### config.mk
export PLATFORM = sky130hd
export DESIGN_NAME = fmc_pin_sync
export DESIGN_NICKNAME = d
export VERILOG_FILES = /design/src/rtl/fmc_pin_sync.sv
export SDC_FILE = /design/constraint.sdc
export NUM_CORES = 1
export LEC_CHECK = 0
export CORE_AREA = 2 2 81 98
export CTS_BUF_LIST = sky130_fd_sc_hd__clkbuf_4 sky130_fd_sc_hd__clkbuf_8
export CTS_CLUSTER_DIAMETER = 80
export DETAILED_ROUTE_END_ITERATION = 7
export DIE_AREA = 0 0 83 100
export DONT_BUFFER_PORTS = 1
export PLACE_DENSITY = 0.63
export SYNTH_ARGS = -nofsm -noshare
export SYNTH_HDL_FRONTEND = slang
export SYNTH_SLANG_ARGS = --single-unit
### constraint.sdc
create_clock -name clock -period 0.8 [get_ports clock]
set_input_delay 0.2 -clock clock [delete_from_list [all_inputs] [get_ports clock]]
set_output_delay 0.2 -clock clock [all_outputs]
set_load 0.03 [all_outputs]
### src/rtl/fmc_pin_sync.sv
// Multi-stage synchroniser for the asynchronous returning FMC pins.
module fmc_pin_sync #(
    parameter int N_PINS      = 64,
    parameter int SYNC_STAGES = 2
) (
    input  logic              clock,
    input  logic              reset_n,
    input  logic [N_PINS-1:0] d_in,
    output logic [N_PINS-1:0] d_out
);

    logic [SYNC_STAGES-1:0][N_PINS-1:0] sync_q;
    logic [SYNC_STAGES-1:0][N_PINS-1:0] sync_d;

    always_comb begin
        sync_d[0] = d_in;
        for (int i = 1; i < SYNC_STAGES; i++)
            sync_d[i] = sync_q[i-1];
    end

    always_ff @(posedge clock or negedge reset_n) begin
        if (!reset_n) sync_q <= '0;
        else          sync_q <= sync_d;
    end

    assign d_out = sync_q[SYNC_STAGES-1];

endmodule

==> Implementation_results.wiki, run 1 <==
{| class="wikitable"
! Metric !! Value
|-
| Outcome || finished, violations left
|-
| Failing checks || negative hold slack, negative setup slack
|-
| Multi-input logic cell count || 0
|-
| Critical path startpoint || d_out[15]
|-
| Number of violations of the max-capacitance limit || 0
|-
| Global-route usage over all layers || 14.2%
|-
| Min-delay worst type || in -> async
|-
| H-Tree Depth || 4
|-
| Post-route clock skew || 8.75 ps
|-
| Count of distinct cell types in the synthesized netlist || 1
|-
| Setup Crit Path Kind || reg -> out
|-
| Synthesized netlist net count || 194
|-
| Synthesized area || 0.00320 mm²
|-
| IO Count || 130
|-
| Power density over the cells || 3010 mW/mm²
|-
| Pin count of the biggest net entering global routing || 129
|-
| P_int || 10.7 mW
|-
| Count of final setup violators || 64
|-
| Fraction of power consumed by sequential logic || 54.3%
|-
| Element type at the critical path end || output port
|-
| First-pass GRT wire length || 8.36 mm
|-
| Ant diodes || 0
|-
| Combinational fraction of design power || 1.9%
|-
| Clock tree from TritonCTS || built
|-
| Post-Place Setup Slack || 94.5 ps
|-
| Crit path time final || 1090 ps
|-
| Tightest hold margin || -519 ps
|-
| Final estimated routing congestion in global placement || 0.654
|-
| I/O Buffers || 0
|-
| Total count of hold-check failures in the final report || 128
|-
| Antenna violation net count after detailed routing || 0
|-
| Max Root-Sink Buffers || 2
|-
| Number of global-route vias before repair || 1549
|-
| Post-synthesis sequential element count || 128
|-
| Buffer type at the clock tree root || clkbuf_8
|-
| Initial Utilization || 42.8%
|-
| Synthesized area per cell || 25.0 µm²
|-
| Vias after detailed routing || 1348
|-
| Clk Latency, worst-skew pair || 410 ps
|-
| Total leakage power || 1.91 nW
|-
| TritonCTS Buffers || 17
|-
| Site row count || 35
|-
| Die outline width || 83 µm
|-
| Clock edge transition at the registers on the reported setup and hold paths || 70 ps
|-
| Worst reg2reg setup slack || 260 ps
|-
| Post-layout net count || 277
|-
| Fin crit share || 136%
|-
| Die height || 100 µm
|-
| Switching fraction of total power || 20.8%
|-
| Core area || 0.00749 mm²
|-
| Total overflow reported by the global router || 0
|-
| Area Overhead vs Synth || 39.7%
|-
| Largest voltage drop on the vdd net || 1.48 mV
|-
| Maximum fanout along the worst path || 1
|-
| Switch Pwr || 2.79 mW
|-
| Number of placed instances, taps included || 220
|-
| Number of standard cells in the layout, taps in and fillers out || 315
|-
| Drt first-iter violations || 33
|-
| Worst-margin pin slew || 177 ps
|-
| Worst r2r src || sync_d[106]
|-
| Final HPWL DP || 3.13 mm
|-
| Maximum achievable frequency || 919 MHz
|-
| Critical Path Source Type || flop
|-
| Sequential share of the synthesized area || 100%
|-
| Average vias per placed instance || 4.28
|-
| Slack of the critical path || -288 ps
|-
| Data required, critical path || 600 ps
|-
| Number of detailed-routing iterations run before antenna repair || 4
|-
| Clock network fraction of total power || 43.8%
|-
| Post-route DRC || 0
|-
| Unrepaired setup endpoints after global routing || true
|-
| Initial antenna violation count || 0
|-
| Proportion of layout cells with a drive suffix above 1 || 42.6%
|-
| Data arrival time of the critical path || 890 ps
|-
| Routed wire length || 5.36 mm
|-
| Count of pins over their slew limit || 0
|-
| Remaining max-slew budget at the tightest pin || 88.2%
|-
| Die area || 0.00830 mm²
|-
| WL/cell || 17.0 µm
|-
| Post-Synthesis Cells || 128
|-
| Multi-input logic area || 0 µm²
|-
| Yosys Warn Count || 0
|-
| Clock tree sinks || 128
|-
| Utilization after layout || 59.7%
|-
| Number of hold buffers added after cts || 64
|}
## through the flow
step | area, µm² | total power [mW] | setup TNS (ps)
after floorplan | 3200 | 7.34 | 0
after CTS | 4470 | 13.6 | -20040
after global placement | 3320 | 7.38 | 0
final | 4470 | 13.4 | -17750
after detailed placement | 3320 | 7.39 | 0
after global routing | 4470 | 14.0 | -20780
## cells in the final DEF, fill, tap and decap left out, drive strengths merged
master and count:
bufinv 4, clkbuf 22, clkinv 2, clkinvlp 2, dfrtp 128, dlygate4sd3 64, inv 1
## repair_timing
item / CTS / global route
endpoints found under the setup margin: 64 / 64
setup buffers: 0 / 0
pin swaps: 0 / 0
gates resized for setup: 64 / 0
hold endpoints to repair: 192 / 128
## final timing paths
check / end / cells after the start
worst max-delay path: d_out[15] / 0
min in group clock: d_out[5] / 0
worst min-delay path: d_out[29] / 0
worst max register to register: d_out[42] / 0
worst min register to register: d_out[5] / 0
max in group asynchronous: d_out[60] / 0
## power groups by stage
stage                     clock network (mW)  registers (mW)  logic (mW)
after floorplan                            0            7.34           0
after detailed placement                   0            7.39           0
after global routing                    6.35            7.33       0.274
after CTS                               6.01            7.31       0.256
final                                   5.89            7.30       0.254
after global placement                     0            7.38           0
## Yosys cell counts (all sizes together)
cell	n	area (µm²)
dfrtp	128	3200
## routing by layer
metal	global-route usage, %	vias up	part of all wire, %
met5	0	-	0
met4	8.70	0	1.7
met3	7.07	10	7.1
met2	23.4	67	56
met1	14.6	709	35
li1	-	562	-
## area by class of cell
class                 instances  area [µm²]
Sequential cell             128        3280
Fill cell                   523        3010
Timing Repair Buffer         64         641
Clock buffer                 22         278
Clock inverter                9         158
Tap cell                     92         115
## cell families (layout without fill, tap and decap cells)
family | Yosys count | after routing | synth area share (%)
flops | 128 | 128 | 100
buf+inv | 0 | 95 | 0
## sequential cells by signal, indices dropped and copies added, names as in the netlist
signal	count
sync_d	64
d_out	64
Power figures use the tool's default switching activity.
==> run 2, diff against run 1 <==
==> config.mk (replaced) <==
export PLATFORM = sky130hd
export DESIGN_NAME = fmc_pin_sync
export DESIGN_NICKNAME = d
export VERILOG_FILES = /design/src/rtl/fmc_pin_sync.sv
export SDC_FILE = /design/constraint.sdc
export NUM_CORES = 1
export LEC_CHECK = 0
export CORE_AREA = 2 2 73 82
export CTS_BUF_LIST = sky130_fd_sc_hd__clkbuf_4 sky130_fd_sc_hd__clkbuf_8
export CTS_CLUSTER_DIAMETER = 80
export DETAILED_ROUTE_END_ITERATION = 7
export DIE_AREA = 0 0 75 84
export DONT_BUFFER_PORTS = 1
export MAX_ROUTING_LAYER = met4
export PLACE_DENSITY = 0.79
export SYNTH_ARGS = -nofsm -noshare
export SYNTH_HDL_FRONTEND = slang
export SYNTH_SLANG_ARGS = --single-unit
==> run 2 against run 1 <==
Highest routed layer unchanged. Via count down 0.15%. The run still ends with negative hold slack, negative setup slack left. Wire length up 6.9%. First-iteration DRC count up 48%. Largest cell class unchanged. Sequential share of layout area up 1.2 points.
==> Implementation_results.wiki, run 2 (same netlist as run 1, synthesis figures left out) <==
{| class="wikitable"
! Metric !! Value
|-
| Failing checks || negative hold slack, negative setup slack
|-
| Initial Utilization || 57.7% (+15 points)
|-
| Data required, critical path || 600 ps (about the same)
|-
| Clk Latency, worst-skew pair || 410 ps (about the same)
|-
| IO Count || 130 (unchanged)
|-
| Site row count || 29 (-17%)
|-
| WL/cell || 19.0 µm (+12%)
|-
| Clock network fraction of total power || 39.9% (-3.9 points)
|-
| P_int || 9.70 mW (-9.0%)
|-
| Crit path time final || 1100 ps (+7.50 ps)
|-
| H-Tree Depth || 4 (unchanged)
|-
| Buffer type at the clock tree root || clkbuf_8
|-
| Maximum fanout along the worst path || 1 (unchanged)
|-
| Die height || 84 µm (-16%)
|-
| Power density over the cells || 2860 mW/mm² (-4.7%)
|-
| Final estimated routing congestion in global placement || 0.623 (-4.8%)
|-
| Count of final setup violators || 64 (unchanged)
|-
| Post-Place Setup Slack || 99.2 ps (+4.61 ps)
|-
| Die area || 0.00630 mm² (-24%)
|-
| Number of filler cells placed in the layout || 286 (-45%)
|-
| Worst-margin pin slew || 184 ps (+7.65 ps)
|-
| Multi-input logic area || 0 µm² (unchanged)
|-
| Largest voltage drop on the vdd net || 1.67 mV (+13%)
|-
| I/O Buffers || 0 (unchanged)
|-
| Data arrival time of the critical path || 900 ps (about the same)
|-
| Critical Path Source Type || flop
|-
| Clock tree sinks || 128 (unchanged)
|-
| Ant diodes || 0 (unchanged)
|-
| TritonCTS Buffers || 17 (unchanged)
|-
| Number of violations of the max-capacitance limit || 0 (unchanged)
|-
| Clock edge transition at the registers on the reported setup and hold paths || 70 ps (about the same)
|-
| Element type at the critical path end || output port
|-
| Initial antenna violation count || 0 (unchanged)
|-
| Switching fraction of total power || 23.0% (+2.3 points)
|-
| Area Overhead vs Synth || 37.4%
|-
| Tightest hold margin || -519 ps (+0.467 ps)
|-
| Core area || 0.00555 mm² (-26%)
|-
| Fraction of power consumed by sequential logic || 58.0% (+3.7 points)
|-
| Total leakage power || 1.87 nW (-2.1%)
|-
| Clock tree from TritonCTS || built
|-
| Average vias per placed instance || 4.47 (+4.5%)
|-
| Count of pins over their slew limit || 0 (unchanged)
|-
| Combinational fraction of design power || 2.1% (+0.2 points)
|-
| Outcome || finished, violations left
|-
| Multi-input logic cell count || 0 (unchanged)
|-
| Global-route usage over all layers || 21.3% (+7.1 points)
|-
| Commonest non-fill, non-tap cells in the layout || 64 x dfrtp_2, 64 x dlygate4sd3_1, 64 x dfrtp_1
|-
| Post-route DRC || 0 (unchanged)
|-
| Vias after detailed routing || 1346 (-0.15%)
|-
| Total count of hold-check failures in the final report || 128 (unchanged)
|-
| Post-layout net count || 277 (unchanged)
|-
| Number of hold buffers added after cts || 64 (unchanged)
|-
| Number of global-route vias before repair || 1616 (+4.3%)
|-
| Total overflow reported by the global router || 0 (unchanged)
|-
| Setup repair bufs after CTS || 0 (unchanged)
|-
| Drt first-iter violations || 49 (+48%)
|-
| Die outline width || 75 µm (-9.6%)
|-
| Antenna violation net count after detailed routing || 0 (unchanged)
|-
| Pin count of the biggest net entering global routing || 129 (unchanged)
|-
| Setup Crit Path Kind || reg -> out
|-
| Min-delay worst type || in -> async
|-
| Maximum achievable frequency || 913 MHz (-0.68%)
|-
| First-pass GRT wire length || 8.58 mm (+2.7%)
|-
| Number of detailed-routing iterations run before antenna repair || 4 (unchanged)
|-
| Remaining max-slew budget at the tightest pin || 87.7% (-0.47 points)
|-
| Unrepaired setup endpoints after global routing || true
|-
| Proportion of layout cells with a drive suffix above 1 || 42.9% (+0.26 points)
|-
| Slack of the critical path || -295 ps (-7.50 ps)
|-
| Max Root-Sink Buffers || 2 (unchanged)
|-
| Routed wire length || 5.73 mm (+6.9%)
|-
| Fin crit share || 137% (+0.94 points)
|-
| Post-route clock skew || 7.90 ps (-0.857 ps)
|-
| Switch Pwr || 2.90 mW (+3.9%)
|}
[run 2: cell count changes in the layout (fill, tap and decap cells not counted), sizes merged]
cell      change
bufinv        -3
clkbuf        -2
clkinv        +2
clkinvlp      +4
[run 2: what timing repair did]
action / in CTS / in global routing
cloned: 0 / 0
gates resized for setup: 64 / 0
endpoints found under the setup margin: 64 / 64
endpoints found under the hold margin: 192 / 128
[run 2: cell type report]
cell class	instances	area (µm²)	area share [%]
sequential	128	3280	74.6
timing repair buffer	64	641	14.6
tap	77	96.3	2.19
clock buffer	20	269	6.11
clock inverter	12	111	2.53
[run 2: through the flow]
step / TNS (ps) / instance area (µm²) / power (mW) / util [%] / std cells
detailed placement: 0 / 3300 / 7.40 / 59.4 / 205
finish: -17850 / 4400 / 12.6 / 79.3 / 301
global route: -20500 / 4400 / 13.1 / 79.3 / 301
CTS: -20240 / 4400 / 12.7 / 79.3 / 301
global placement: 0 / 3300 / 7.37 / 59.4 / 205
floorplan: 0 / 3200 / 7.34 / - / 128
[run 2: routing by layer]
metal  vias up  GRT usage, %  routed length (µm)
met5         -             -                   0
met2        74          34.0                3270
met3        13          10.3                 445
met1       696          21.7                1900
li1        563             -                   -
met4         0          9.90                 108
[run 2: power by group through the flow]
stage	registers, mW	clock network [mW]	logic (mW)
global placement	7.37	0	0
floorplan	7.34	0	0
detailed placement	7.40	0	0
global route	7.34	5.48	0.277
CTS	7.31	5.13	0.254
finish	7.31	5.03	0.259
[run 2: final timing paths]
path	from	cells after the start	end	slack, ps
worst max register to register	sync_d[100]	0	d_out[36]	290
min in group clock	d_in[48]	1	sync_d[112]	340
worst min-delay path	reset_n	0	sync_d[103]	-520
worst max-delay path	d_out[57]	0	d_out[57]	-300
worst min register to register	sync_d[105]	0	d_out[41]	340
max in group asynchronous	reset_n	0	d_out[6]	1170
